**src/rtl/krnl_acc_axi_ctrl_master_pkg.sv**
```systemverilog
`default_nettype none
// ============================================================================
// Module      : krnl_acc_ctrl_pkg
// Description : Shared definitions for the kernel control-register AXI4-Lite
//               initiator: FSM state encoding, response codes, control
//               register map and CTRL register bit positions.
// Revision    : 1.0 - initial release
// ============================================================================
package krnl_acc_ctrl_pkg;

  typedef enum logic [2:0] {
    ST_IDLE    = 3'd0,
    ST_WR_REQ  = 3'd1,
    ST_WR_RESP = 3'd2,
    ST_RD_REQ  = 3'd3,
    ST_RD_DATA = 3'd4,
    ST_RSP     = 3'd5
  } state_t;

  localparam logic [1:0] RESP_OKAY    = 2'b00;
  localparam logic [1:0] RESP_TIMEOUT = 2'b11;

  // Kernel control slave register map (byte addresses)
  localparam logic [11:0] ADDR_CTRL            = 12'h000;
  localparam logic [11:0] ADDR_CFG_CI          = 12'h010;
  localparam logic [11:0] ADDR_CFG_CO          = 12'h014;
  localparam logic [11:0] ADDR_IFM_SIZE        = 12'h018;
  localparam logic [11:0] ADDR_WGT_SIZE        = 12'h01C;
  localparam logic [11:0] ADDR_OFM_SIZE        = 12'h020;
  localparam logic [11:0] ADDR_IFM_ADDR_BASE_0 = 12'h040;
  localparam logic [11:0] ADDR_IFM_ADDR_BASE_1 = 12'h044;
  localparam logic [11:0] ADDR_WGT_ADDR_BASE_0 = 12'h048;
  localparam logic [11:0] ADDR_WGT_ADDR_BASE_1 = 12'h04C;
  localparam logic [11:0] ADDR_OFM_ADDR_BASE_0 = 12'h050;
  localparam logic [11:0] ADDR_OFM_ADDR_BASE_1 = 12'h054;

  // CTRL register bit indices
  localparam int CTRL_START    = 0;
  localparam int CTRL_DONE     = 1;
  localparam int CTRL_IDLE     = 2;
  localparam int CTRL_READY    = 3;
  localparam int CTRL_CONTINUE = 4;

endpackage
`default_nettype wire

```
**src/rtl/krnl_acc_axi_ctrl_master_if.sv**
```systemverilog
`default_nettype none
// ============================================================================
// Module      : krnl_acc_axi_ctrl_master_if
// Description : Bundles the command/response stream and the AXI4-Lite
//               initiator channels (AW, W, B, AR, R).
//               modport master : view of the initiator block
//               modport slave  : view of the command source + AXI slave
// Revision    : 1.0 - initial release
// ============================================================================
interface krnl_acc_axi_ctrl_master_if #(
  parameter int ADDR_W = 12,
  parameter int DATA_W = 32
);
  // command / response stream
  logic              cmd_valid;
  logic              cmd_ready;
  logic              cmd_write;
  logic [ADDR_W-1:0] cmd_addr;
  logic [DATA_W-1:0] cmd_wdata;
  logic [DATA_W/8-1:0] cmd_wstrb;
  logic              rsp_valid;
  logic              rsp_ready;
  logic              rsp_write;
  logic [DATA_W-1:0] rsp_rdata;
  logic [1:0]        rsp_resp;
  // AXI4-Lite
  logic [ADDR_W-1:0] AWADDR;
  logic              AWVALID;
  logic              AWREADY;
  logic [DATA_W-1:0] WDATA;
  logic [DATA_W/8-1:0] WSTRB;
  logic              WVALID;
  logic              WREADY;
  logic [1:0]        BRESP;
  logic              BVALID;
  logic              BREADY;
  logic [ADDR_W-1:0] ARADDR;
  logic              ARVALID;
  logic              ARREADY;
  logic [DATA_W-1:0] RDATA;
  logic [1:0]        RRESP;
  logic              RVALID;
  logic              RREADY;

  modport master (
    input  cmd_valid, cmd_write, cmd_addr, cmd_wdata, cmd_wstrb, rsp_ready,
    output cmd_ready, rsp_valid, rsp_write, rsp_rdata, rsp_resp,
    output AWADDR, AWVALID, WDATA, WSTRB, WVALID, BREADY, ARADDR, ARVALID, RREADY,
    input  AWREADY, WREADY, BRESP, BVALID, ARREADY, RDATA, RRESP, RVALID
  );

  modport slave (
    output cmd_valid, cmd_write, cmd_addr, cmd_wdata, cmd_wstrb, rsp_ready,
    input  cmd_ready, rsp_valid, rsp_write, rsp_rdata, rsp_resp,
    input  AWADDR, AWVALID, WDATA, WSTRB, WVALID, BREADY, ARADDR, ARVALID, RREADY,
    output AWREADY, WREADY, BRESP, BVALID, ARREADY, RDATA, RRESP, RVALID
  );
endinterface
`default_nettype wire

```
**src/rtl/krnl_acc_axi_timeout_cnt.sv**
```systemverilog
`default_nettype none
// ============================================================================
// Module      : krnl_acc_axi_timeout_cnt
// Description : Saturating response-timeout counter. Held at zero while
//               clear is high, otherwise counts up once per cycle and stops
//               at TIMEOUT_CYCLES, where expired is asserted.
// Ports       : clk, rst_n (async active-low), clear, expired
// Revision    : 1.0 - initial release
// ============================================================================
module krnl_acc_axi_timeout_cnt #(
  parameter int TIMEOUT_CYCLES = 1024
) (
  input  wire  clk,
  input  wire  rst_n,
  input  wire  clear,
  output logic expired
);
  localparam int CNT_W = $clog2(TIMEOUT_CYCLES + 1);

  logic [CNT_W-1:0] r_cnt;

  assign expired = (r_cnt == CNT_W'(TIMEOUT_CYCLES));

  always_ff @(posedge clk or negedge rst_n) begin
    if (!rst_n) begin
      r_cnt <= '0;
    end else if (clear) begin
      r_cnt <= '0;
    end else if (!expired) begin
      r_cnt <= r_cnt + 1'b1;
    end
  end
endmodule
`default_nettype wire

```
**src/rtl/krnl_acc_axi_ctrl_master.sv**
```systemverilog
`default_nettype none
// ============================================================================
// Module      : krnl_acc_axi_ctrl_master
// Description : AXI4-Lite initiator converting a command/response stream into
//               single-beat control-register reads and writes, one
//               transaction outstanding at a time.
// Ports       : ACLK, ARESETn (async active-low), bus (master modport:
//               cmd/rsp stream + AW/W/B/AR/R channels), busy (state != IDLE)
// Options     : AXI_MST_TIMEOUT_EN - abort with rsp_resp = 2'b11 when the
//               slave does not finish within TIMEOUT_CYCLES cycles
// Revision    : 1.0 - initial release
// ============================================================================
module krnl_acc_axi_ctrl_master
  import krnl_acc_ctrl_pkg::*;
#(
  parameter int ADDR_W         = 12,
  parameter int DATA_W         = 32,
  parameter int TIMEOUT_CYCLES = 1024
) (
  input  wire  ACLK,
  input  wire  ARESETn,
  krnl_acc_axi_ctrl_master_if.master bus,
  output logic busy
);

  if (DATA_W != 32) begin : g_data_w_check
    $error("krnl_acc_axi_ctrl_master: DATA_W must be 32");
  end
  if (TIMEOUT_CYCLES < 1) begin : g_timeout_check
    $error("krnl_acc_axi_ctrl_master: TIMEOUT_CYCLES must be >= 1");
  end

  state_t              r_state;
  logic [ADDR_W-1:0]   r_addr;
  logic [DATA_W-1:0]   r_wdata;
  logic [DATA_W/8-1:0] r_wstrb;
  logic                r_awvalid, r_wvalid, r_arvalid, r_bready, r_rready;
  logic                r_aw_done, r_w_done;
  logic                r_rsp_valid, r_rsp_write;
  logic [DATA_W-1:0]   r_rsp_rdata;
  logic [1:0]          r_rsp_resp;

  logic w_aw_fire, w_w_fire, w_active, w_timeout;

  assign w_aw_fire = r_awvalid & bus.AWREADY;
  assign w_w_fire  = r_wvalid  & bus.WREADY;
  // States in which the initiator is waiting on the slave
  assign w_active  = (r_state == ST_WR_REQ) || (r_state == ST_WR_RESP) ||
                     (r_state == ST_RD_REQ) || (r_state == ST_RD_DATA);

`ifdef AXI_MST_TIMEOUT_EN
  // Counter sits at zero in IDLE/RSP, so it restarts on every request entry.
  krnl_acc_axi_timeout_cnt #(
    .TIMEOUT_CYCLES (TIMEOUT_CYCLES)
  ) u_timeout_cnt (
    .clk     (ACLK),
    .rst_n   (ARESETn),
    .clear   (!w_active),
    .expired (w_timeout)
  );
`else
  assign w_timeout = 1'b0;
`endif

  always_ff @(posedge ACLK or negedge ARESETn) begin
    if (!ARESETn) begin
      r_state     <= ST_IDLE;
      r_addr      <= '0;
      r_wdata     <= '0;
      r_wstrb     <= '0;
      r_awvalid   <= 1'b0;
      r_wvalid    <= 1'b0;
      r_arvalid   <= 1'b0;
      r_bready    <= 1'b0;
      r_rready    <= 1'b0;
      r_aw_done   <= 1'b0;
      r_w_done    <= 1'b0;
      r_rsp_valid <= 1'b0;
      r_rsp_write <= 1'b0;
      r_rsp_rdata <= '0;
      r_rsp_resp  <= RESP_OKAY;
    end else begin
      case (r_state)
        ST_IDLE: begin
          if (bus.cmd_valid) begin
            r_addr      <= bus.cmd_addr;
            r_wdata     <= bus.cmd_wdata;
            r_wstrb     <= bus.cmd_wstrb;
            r_rsp_write <= bus.cmd_write;
            if (bus.cmd_write) begin
              r_awvalid <= 1'b1;
              r_wvalid  <= 1'b1;
              r_aw_done <= 1'b0;
              r_w_done  <= 1'b0;
              r_state   <= ST_WR_REQ;
            end else begin
              r_arvalid <= 1'b1;
              r_state   <= ST_RD_REQ;
            end
          end
        end
        ST_WR_REQ: begin
          // AW and W complete independently, in either order or together
          if (w_aw_fire) begin
            r_awvalid <= 1'b0;
            r_aw_done <= 1'b1;
          end
          if (w_w_fire) begin
            r_wvalid <= 1'b0;
            r_w_done <= 1'b1;
          end
          if ((r_aw_done || w_aw_fire) && (r_w_done || w_w_fire)) begin
            r_bready <= 1'b1;
            r_state  <= ST_WR_RESP;
          end
        end
        ST_WR_RESP: begin
          if (bus.BVALID) begin
            r_bready    <= 1'b0;
            r_rsp_write <= 1'b1;
            r_rsp_resp  <= bus.BRESP;
            r_rsp_rdata <= '0;
            r_rsp_valid <= 1'b1;
            r_state     <= ST_RSP;
          end
        end
        ST_RD_REQ: begin
          if (bus.ARREADY) begin
            r_arvalid <= 1'b0;
            r_rready  <= 1'b1;
            r_state   <= ST_RD_DATA;
          end
        end
        ST_RD_DATA: begin
          if (bus.RVALID) begin
            r_rready    <= 1'b0;
            r_rsp_write <= 1'b0;
            r_rsp_resp  <= bus.RRESP;
            r_rsp_rdata <= bus.RDATA;
            r_rsp_valid <= 1'b1;
            r_state     <= ST_RSP;
          end
        end
        ST_RSP: begin
          if (bus.rsp_ready) begin
            r_rsp_valid <= 1'b0;
            r_state     <= ST_IDLE;
          end
        end
        default: r_state <= ST_IDLE;
      endcase

      // Timeout overrides whatever the state logic decided this cycle
      if (w_timeout && w_active) begin
        r_awvalid   <= 1'b0;
        r_wvalid    <= 1'b0;
        r_arvalid   <= 1'b0;
        r_bready    <= 1'b0;
        r_rready    <= 1'b0;
        r_rsp_resp  <= RESP_TIMEOUT;
        r_rsp_rdata <= '0;
        r_rsp_valid <= 1'b1;
        r_state     <= ST_RSP;
      end
    end
  end

  assign bus.cmd_ready = (r_state == ST_IDLE);
  assign busy          = (r_state != ST_IDLE);
  assign bus.rsp_valid = r_rsp_valid;
  assign bus.rsp_write = r_rsp_write;
  assign bus.rsp_rdata = r_rsp_rdata;
  assign bus.rsp_resp  = r_rsp_resp;
  assign bus.AWADDR    = r_addr;
  assign bus.AWVALID   = r_awvalid;
  assign bus.WDATA     = r_wdata;
  assign bus.WSTRB     = r_wstrb;
  assign bus.WVALID    = r_wvalid;
  assign bus.BREADY    = r_bready;
  assign bus.ARADDR    = r_addr;
  assign bus.ARVALID   = r_arvalid;
  assign bus.RREADY    = r_rready;

endmodule
`default_nettype wire
```
**src/flat_wrapper.sv**
```systemverilog
// flat-port wrapper written by rule: the top's interface ports become plain ports
module krnl_acc_axi_ctrl_master_flat import krnl_acc_ctrl_pkg::*;
#(
  parameter int ADDR_W         = 12,
  parameter int DATA_W         = 32,
  parameter int TIMEOUT_CYCLES = 1024
)
  (ACLK, ARESETn, busy, bus_cmd_valid, bus_cmd_write, bus_cmd_addr, bus_cmd_wdata, bus_cmd_wstrb, bus_rsp_ready, bus_cmd_ready, bus_rsp_valid, bus_rsp_write, bus_rsp_rdata, bus_rsp_resp, bus_AWADDR, bus_AWVALID, bus_WDATA, bus_WSTRB, bus_WVALID, bus_BREADY, bus_ARADDR, bus_ARVALID, bus_RREADY, bus_AWREADY, bus_WREADY, bus_BRESP, bus_BVALID, bus_ARREADY, bus_RDATA, bus_RRESP, bus_RVALID);
  krnl_acc_axi_ctrl_master_if #(.ADDR_W(ADDR_W), .DATA_W(DATA_W)) bus_i ();
  input  wire ACLK;
  input  wire ARESETn;
  output logic busy;
  input wire logic [$bits(bus_i.cmd_valid)-1:0] bus_cmd_valid;
  input wire logic [$bits(bus_i.cmd_write)-1:0] bus_cmd_write;
  input wire logic [$bits(bus_i.cmd_addr)-1:0] bus_cmd_addr;
  input wire logic [$bits(bus_i.cmd_wdata)-1:0] bus_cmd_wdata;
  input wire logic [$bits(bus_i.cmd_wstrb)-1:0] bus_cmd_wstrb;
  input wire logic [$bits(bus_i.rsp_ready)-1:0] bus_rsp_ready;
  output wire logic [$bits(bus_i.cmd_ready)-1:0] bus_cmd_ready;
  output wire logic [$bits(bus_i.rsp_valid)-1:0] bus_rsp_valid;
  output wire logic [$bits(bus_i.rsp_write)-1:0] bus_rsp_write;
  output wire logic [$bits(bus_i.rsp_rdata)-1:0] bus_rsp_rdata;
  output wire logic [$bits(bus_i.rsp_resp)-1:0] bus_rsp_resp;
  output wire logic [$bits(bus_i.AWADDR)-1:0] bus_AWADDR;
  output wire logic [$bits(bus_i.AWVALID)-1:0] bus_AWVALID;
  output wire logic [$bits(bus_i.WDATA)-1:0] bus_WDATA;
  output wire logic [$bits(bus_i.WSTRB)-1:0] bus_WSTRB;
  output wire logic [$bits(bus_i.WVALID)-1:0] bus_WVALID;
  output wire logic [$bits(bus_i.BREADY)-1:0] bus_BREADY;
  output wire logic [$bits(bus_i.ARADDR)-1:0] bus_ARADDR;
  output wire logic [$bits(bus_i.ARVALID)-1:0] bus_ARVALID;
  output wire logic [$bits(bus_i.RREADY)-1:0] bus_RREADY;
  input wire logic [$bits(bus_i.AWREADY)-1:0] bus_AWREADY;
  input wire logic [$bits(bus_i.WREADY)-1:0] bus_WREADY;
  input wire logic [$bits(bus_i.BRESP)-1:0] bus_BRESP;
  input wire logic [$bits(bus_i.BVALID)-1:0] bus_BVALID;
  input wire logic [$bits(bus_i.ARREADY)-1:0] bus_ARREADY;
  input wire logic [$bits(bus_i.RDATA)-1:0] bus_RDATA;
  input wire logic [$bits(bus_i.RRESP)-1:0] bus_RRESP;
  input wire logic [$bits(bus_i.RVALID)-1:0] bus_RVALID;
  assign bus_i.cmd_valid = bus_cmd_valid;
  assign bus_i.cmd_write = bus_cmd_write;
  assign bus_i.cmd_addr = bus_cmd_addr;
  assign bus_i.cmd_wdata = bus_cmd_wdata;
  assign bus_i.cmd_wstrb = bus_cmd_wstrb;
  assign bus_i.rsp_ready = bus_rsp_ready;
  assign bus_cmd_ready = bus_i.cmd_ready;
  assign bus_rsp_valid = bus_i.rsp_valid;
  assign bus_rsp_write = bus_i.rsp_write;
  assign bus_rsp_rdata = bus_i.rsp_rdata;
  assign bus_rsp_resp = bus_i.rsp_resp;
  assign bus_AWADDR = bus_i.AWADDR;
  assign bus_AWVALID = bus_i.AWVALID;
  assign bus_WDATA = bus_i.WDATA;
  assign bus_WSTRB = bus_i.WSTRB;
  assign bus_WVALID = bus_i.WVALID;
  assign bus_BREADY = bus_i.BREADY;
  assign bus_ARADDR = bus_i.ARADDR;
  assign bus_ARVALID = bus_i.ARVALID;
  assign bus_RREADY = bus_i.RREADY;
  assign bus_i.AWREADY = bus_AWREADY;
  assign bus_i.WREADY = bus_WREADY;
  assign bus_i.BRESP = bus_BRESP;
  assign bus_i.BVALID = bus_BVALID;
  assign bus_i.ARREADY = bus_ARREADY;
  assign bus_i.RDATA = bus_RDATA;
  assign bus_i.RRESP = bus_RRESP;
  assign bus_i.RVALID = bus_RVALID;
  krnl_acc_axi_ctrl_master #(.ADDR_W(ADDR_W), .DATA_W(DATA_W), .TIMEOUT_CYCLES(TIMEOUT_CYCLES)) u_core (.ACLK(ACLK), .ARESETn(ARESETn), .bus(bus_i), .busy(busy));
endmodule
```
**config.mk**
```make
export PLATFORM = sky130hd
export DESIGN_NAME = krnl_acc_axi_ctrl_master_flat
export DESIGN_NICKNAME = d
export VERILOG_FILES = /design/src/rtl/krnl_acc_axi_ctrl_master_pkg.sv /design/src/rtl/krnl_acc_axi_ctrl_master_if.sv /design/src/rtl/krnl_acc_axi_timeout_cnt.sv /design/src/rtl/krnl_acc_axi_ctrl_master.sv /design/src/flat_wrapper.sv
export SDC_FILE = /design/constraint.sdc
export NUM_CORES = 1
export LEC_CHECK = 0
export CAP_MARGIN = 5
export CORE_MARGIN = 8
export CORE_UTILIZATION = 46
export DETAILED_ROUTE_END_ITERATION = 6
export DONT_BUFFER_PORTS = 1
export PLACE_DENSITY = 0.65
export SYNTH_ARGS = -nofsm -noshare
export SYNTH_HDL_FRONTEND = slang
export SYNTH_SLANG_ARGS = --single-unit
```
**constraint.sdc**
```tcl
create_clock -name ACLK -period 1.6 [get_ports ACLK]
set_input_delay 0.24 -clock ACLK [delete_from_list [all_inputs] [get_ports ACLK]]
set_output_delay 0.24 -clock ACLK [all_outputs]
set_load 0.005 [all_outputs]
```
==> results.md, run 1 <==
- Area of the multi-input gates: between 1000 and 1500 um^2
- Routed Antenna Nets: 0
- PwrDens: 1955 nW/um^2
- Layout cells sized above 1: 33.12%
- Final worst slack: -33.76 ps
- R2r setup slk: 0 ps
- Worst r2r src: u_core.r_state[0]$_DFFE_PN0P_
- Total track usage: ~15%
- Filler Cells Inserted: 685
- Vias in the first global route: ~2500
- Detailed Place HPWL: between 6000 and 7000 um
- Residual DRC: 0
- Max-capacitance violation count: 0
- Slew headroom: 77.61%
- Final wirelength: 9328 um
- Nets: 400
- WHS: -431.0 ps
- Static Leak: 0.002028 uW
- Worst slack, placed: -49.33 ps
- Setup violators final: 2
- Port bufs: 0
- R2r worst-path depth: 6
- Arrival @ worst endpoint: 1390 ps
- First-pass GRT wire length: 13670 um
- Die H: ~110 um
- Tcrit/Tclk final: 102.1%
- Critical Path Fanout Max: 5
- Final Core Density: 54.79%
- Post-Syn Area: ~3900 um^2
- Critical Path RT: about 1400 ps
- Max Clock Skew: 12.15 ps
- Leading cell type in the layout, fill and taps excluded: dfrtp_1
- Initial drt markers: 61
- Outcome: finished, violations left
- Kind of critical path: flop to output pin
- Register area share after synthesis: between 50% and 60%
- Chip Width: 108.4 um
- GP Congestion: between 0.7 and 0.8
- DIE AREA: 11740 um^2
- Design Area, Final: 4524 um^2
- FP Rows: 33
- # H-tree levels: 3
- Vias: approximately 2300
- CTS root buf: clkbuf_8
- Peak ir drop on the vdd network: roughly 960 uV
- Syn avg cell area: 13.96 um^2
- Gate Count Post-Synth: 281
- Antenna violations before repair: 0
- FMAX: 612.1 MHz
- RSZ-0062 raised after global routing: yes
- Drt via density: about 5.6
- Number of clock sinks: 94
- Syn. warnings: 0
- HP Class: input port to async pin
- Top cell type's share of synthesized area: between 50% and 60%
- Synth top area cells: dfrtp_1 60%, mux2_2 7.2%, a22o_1 7.1%
- Crit end category: output pin
- Largest net degree at the start of global routing: between 90 and 100
- Clk_lat worst skew: 350 ps
- Slew Limit Fails: 0
- # diodes: 0
- Starting Density: a little under half
- CTS tree: done
- Clock buffer depth: 2
- Area after DPL: just over 4000 um^2
- Failing checks: negative hold slack, negative setup slack
- Synthesis-stage register bit count: 94
- Setup_tns: -35.40 ps
- Drt first pass iters: 4
- FF+latch area: 2356 um^2
- Commonest cells after routing, fill and taps aside: 91 x dfrtp_1, 32 x a22o_1, 22 x mux2_2
- Distinct cells, synth: 36
- Startpoint Class: flop
- Yosys top cell by area: dfrtp_1
- RR Endpoint: u_core.bus.rsp_rdata[9]$_DFFE_PN0P_
- Syn Nets: 375
- Total grt overflow: 0
- Clk slew on worst S/H paths: 100 ps
- Syn-to-layout area delta: 15.31%
- DR WL/cell: approximately 22 um
- Num CTS Buffers: 9
- I/O pin count: 197
- Final min period: between 1500 and 2000 ps
- Slew @ Worst Pin: 331.1 ps
- Final Hold Viols: between 90 and 100
- Core ar.: 8258 um^2
where the power goes:
group          switching [uW]  internal, uW  leakage (uW)
sequential               1080          3520       0.00115
combinational            1060          1750      0.000786
clock                     849           592     0.0000883
total                    2980          5860       0.00203
worst max path at each step:
stage                                              endpoint  slack, ps                          start
after floorplan           u_core.bus.ARADDR[10]$_DFFE_PN0P_        -10  u_core.r_state[0]$_DFFE_PN0P_
after global placement     u_core.bus.WDATA[18]$_DFFE_PN0P_         20  u_core.r_state[1]$_DFFE_PN0P_
after detailed placement   u_core.bus.WDATA[17]$_DFFE_PN0P_        -50  u_core.r_state[1]$_DFFE_PN0P_
after CTS                                     bus_cmd_ready        -50  u_core.r_state[0]$_DFFE_PN0P_
after global routing                          bus_cmd_ready        -90  u_core.r_state[0]$_DFFE_PN0P_
final                                         bus_cmd_ready        -30  u_core.r_state[0]$_DFFE_PN0P_
layer usage:
| layer | share of wire (%) | track usage (%) | vias to the layer above |
|---|---|---|---|
| met1 | 38 | 17.71 | 1121 |
| met5 | 0 | 0 | - |
| li1 | - | - | 1043 |
| met4 | 0.95 | 4.692 | 0 |
| met2 | 49 | 23.93 | 141 |
| met3 | 12 | 6.603 | 9 |
worst max-delay path, stage by stage (launching register included):
cell     delay, ps
dfrtp_2        450
buf_6          140
or3_4          400
inv_2           60
through the flow:
step                total power (uW)  cells  hold WS (ps)
floorplan                       6599    281        -55.59
global placement                7142    376        -52.74
detailed placement              7250    376        -52.23
CTS                             8848    408        -449.2
global route                    9488    416        -465.3
finish                          8846    416        -431.0
kinds of logic after synthesis:
group	after synthesis	synth area share (%)
flip-flops	94	59.95
AO/OA/AOI/OAI	64	11.96
multiplexers	51	16.49
AND/OR/NAND/NOR	36	5.453
buffers and inverters	36	6.154
flip-flops by register name, summed over array words and instances, names as in the netlist:
name,count
u_core.bus.BREADY,1
u_core.r_state,3
u_core.r_aw_done,1
u_core.bus.ARVALID,1
u_core.bus.rsp_write,1
u_core.bus.WDATA,32
u_core.bus.WVALID,1
u_core.bus.rsp_valid,1
u_core.bus.RREADY,1
u_core.bus.rsp_resp,2
u_core.bus.WSTRB,4
u_core.bus.rsp_rdata,32
u_core.bus.AWVALID,1
u_core.r_w_done,1
u_core.bus.ARADDR,12
final cells by class:
class,count,area share (%)
sequential,94,52.07
multi-input combinational,151,30.50
timing repair buffer,46,10.23
tap,105,2.904
clock buffer,10,2.821
clock inverter,6,1.134
inverter,4,0.3319
cells in the mapped netlist, drive strengths merged:
cell type	count
a21o	1
a21oi	10
a22o	32
a31oi	3
and3	1
buf	30
clkbuf	2
dfrtp	94
inv	4
mux2	48
mux2i	2
mux4	1
nand2	11
nand2b	1
nand3b	4
nor2	9
nor3	2
nor3b	1
nor4b	3
nor4bb	1
o21ai	13
o21ba	2
o2bb2ai	1
o31ai	2
or2	1
or3	1
or4	1
repair_timing:
action                                 CTS  global route
cloned                                   0             1
endpoints found under the hold margin  108            99
setup endpoints to repair               20            75
resized for setup                       10            12
buffers inserted                         2             2
pin swaps                                2             8
hold buffers                            14             5
Power figures use the tool's default switching activity.
==> run 2: changes to the inputs <==
--- a/config.mk
+++ b/config.mk
@@ -6,7 +6,7 @@
 export NUM_CORES = 1
 export LEC_CHECK = 0
 export CAP_MARGIN = 5
-export CORE_MARGIN = 8
+export CORE_MARGIN = 4
 export CORE_UTILIZATION = 46
 export DETAILED_ROUTE_END_ITERATION = 6
 export DONT_BUFFER_PORTS = 1
==> run 2 against run 1 <==
Via count rose by 1.6%. Combinational power up 3%. Die area is 14% lower. The run still ends with negative hold slack, negative setup slack left. Non-clock buffer count grew 1. Setup slack better by 11 ps. Power grew 3.8%. Sequential power is essentially flat. Highest routed layer unchanged. Maximum frequency rose by 0.68%. Register-to-register slack improved by 20 ps. Sequential share of layout area down 0.96 points. Cell count unchanged.
==> results.md, run 2 (same netlist as run 1, synthesis figures left out) <==
- Clock buffer depth: 2 (unchanged)
- Core ar.: 8258 um^2 (unchanged)
- Filler Cells Inserted: 673 (was 685)
- Port bufs: 0 (unchanged)
- Final min period: 1623 ps (was 1634 ps)
- Die H: 100.4 um (was 108.4 um)
- GP Congestion: 0.7941 (was 0.7797)
- Final Core Density: 55.82% (was 54.79%)
- Syn-to-layout area delta: 17.47% (was 15.31%)
- Outcome: finished, violations left (unchanged)
- Drt via density: 5.651 (was 5.563)
- Slowest-stage cell, CP: dfrtp_2 (unchanged)
- Failing checks: negative hold slack, negative setup slack (unchanged)
- I/O pin count: 197 (unchanged)
- Setup violators final: 1 (was 2)
- DIE AREA: 10070 um^2 (was 11740 um^2)
- Antenna violations before repair: 0 (unchanged)
- Final wirelength: 8706 um (was 9328 um)
- Static Leak: 0.002073 uW (was 0.002028 uW)
- Setup_tns: -22.73 ps (was -35.40 ps)
- Final worst slack: -22.73 ps (was -33.76 ps)
- Kind of critical path: flop to output pin (unchanged)
- Tcrit/Tclk final: 101.4% (was 102.1%)
- Critical Path Fanout Max: 5 (unchanged)
- Vias: 2351 (was 2314)
- # diodes: 0 (unchanged)
- Total track usage: 16.67% (was 14.95%)
- CP cell instances: buf_6, or3_4, inv_2 (unchanged)
- CTS root buf: clkbuf_8 (unchanged)
- # H-tree levels: 3 (unchanged)
- Clk slew on worst S/H paths: 90 ps (was 100 ps)
- Layout cells sized above 1: 33.12% (unchanged)
- Num CTS Buffers: 9 (unchanged)
- RSZ-0062 raised after global routing: yes (unchanged)
- Slew @ Worst Pin: 415.5 ps (was 331.1 ps)
- Worst r2r src: u_core.r_state[0]$_DFFE_PN0P_ (unchanged)
- Initial drt markers: 62 (was 61)
- FMAX: 616.2 MHz (was 612.1 MHz)
- Power Total: 9179 uW (was 8846 uW)
- Detailed Place HPWL: 6154 um (was 6653 um)
- Final Instance Count excl. Fillers: 416 (unchanged)
- Slew headroom: 71.91% (was 77.61%)
- PwrDens: 1991 nW/um^2 (was 1955 nW/um^2)
- Crit end category: output pin (unchanged)
- DR WL/cell: 20.93 um (was 22.42 um)
- Starting Density: 47.52% (unchanged)
- Critical Path Source: u_core.r_state[1]$_DFFE_PN0P_ (was u_core.r_state[0]$_DFFE_PN0P_)
- Residual DRC: 0 (unchanged)
- Number of clock sinks: 94 (unchanged)
- Leading cell type in the layout, fill and taps excluded: dfrtp_1 (unchanged)
- Worst slack, placed: -27.45 ps (was -49.33 ps)
- Max Clock Skew: 9.922 ps (was 12.15 ps)
- Largest net degree at the start of global routing: 95 (unchanged)
- CP peak stage delay: 470 ps (was 450 ps)
- Drt first pass iters: 4 (unchanged)
- CTS tree: done (unchanged)
- Max-capacitance violation count: 0 (unchanged)
- Routed Antenna Nets: 0 (unchanged)
- Chip Width: 100.4 um (was 108.4 um)
- Total grt overflow: 0 (unchanged)
- HP Class: input port to async pin (unchanged)
- Startpoint Class: flop (unchanged)
- Peak ir drop on the vdd network: 706.7 uV (was 955.5 uV)
- First-pass GRT wire length: 13120 um (was 13670 um)
- Critical Path RT: 1360 ps (about the same)
- WHS: -426.4 ps (was -431.0 ps)
- Final Hold Viols: 94 (unchanged)
- Slew Limit Fails: 0 (unchanged)
- FP Rows: 33 (unchanged)
- Vias in the first global route: 2504 (was 2466)
- Commonest cells after routing, fill and taps aside: 91 x dfrtp_1, 32 x a22o_1, 26 x mux2_4 (was 91 x dfrtp_1, 32 x a22o_1, 22 x mux2_2)
- Nets: 401 (was 400)
- Clk_lat worst skew: 350 ps (about the same)
- Placed insts: 378 (was 376)
- Arrival @ worst endpoint: 1380 ps (was 1390 ps)
## run 2: report_power, final
group,switching [uW],internal (uW)
registers,1060,3520
clock network,787,917
logic,1050,1840
## run 2: worst max-delay path: cells and delay by family (launching register included)
kind,cells,cell delay [ps]
buffers and inverters,2,200
flip-flops,1,470
AND/OR/NAND/NOR,1,370
## run 2: metal layers
layer | routed length, um | up-vias | global-route usage, % | part of all wire, %
li1 | - | 1043 | - | -
met1 | 3169 | 1163 | 18.42 | 36
met2 | 4482 | 140 | 28.70 | 51
met3 | 978 | 5 | 6.532 | 11
met4 | 76 | 0 | 6.736 | 0.87
met5 | 0 | - | 0 | 0
## run 2: area by class of cell
type / count / area, um^2 / area share, %
flip-flops and latches: 94 / 2356 / 51.11
multi-input cells: 151 / 1395 / 30.27
repair buffers: 47 / 490.5 / 10.64
clock buffers: 10 / 137.6 / 2.986
well taps: 105 / 131.4 / 2.850
clock inverters: 5 / 83.83 / 1.819
inverters: 4 / 15.01 / 0.3257
## run 2: through the flow
stage	cell area, um^2	hold slack, ps
6_report	4609	-426.4
5_1_grt	4609	-462.9
4_1_cts	4446	-450.0
3_5_place_dp	4075	-51.97
3_3_place_gp	4075	-52.89
2_1_floorplan	3931	-55.59
## run 2: timing repair
action / 4_1_cts / 5_1_grt
hold buffers: 9 / 10
resized for setup: 9 / 13
endpoints found under the setup margin: 30 / 79
setup buffers: 3 / 1
pin swaps: 2 / 2
endpoints found under the hold margin: 103 / 104
## run 2: path summary, 6_finish.rpt
| check | end | slack, ps | depth (start not counted) |
|---|---|---|---|
| worst max-delay path | bus_cmd_ready | -20 | 3 |
| worst min-delay path | u_core.bus.WDATA[10]$_DFFE_PN0P_ | -430 | 0 |
| worst max register to register | u_core.r_state[0]$_DFFE_PN0P_ | 20 | 5 |
| worst min register to register | u_core.r_aw_done$_DFFE_PN0P_ | 520 | 2 |
| max in group asynchronous | u_core.r_state[2]$_DFFE_PN0P_ | 1860 | 0 |
| min in group ACLK | u_core.bus.rsp_rdata[20]$_DFFE_PN0P_ | 20 | 1 |
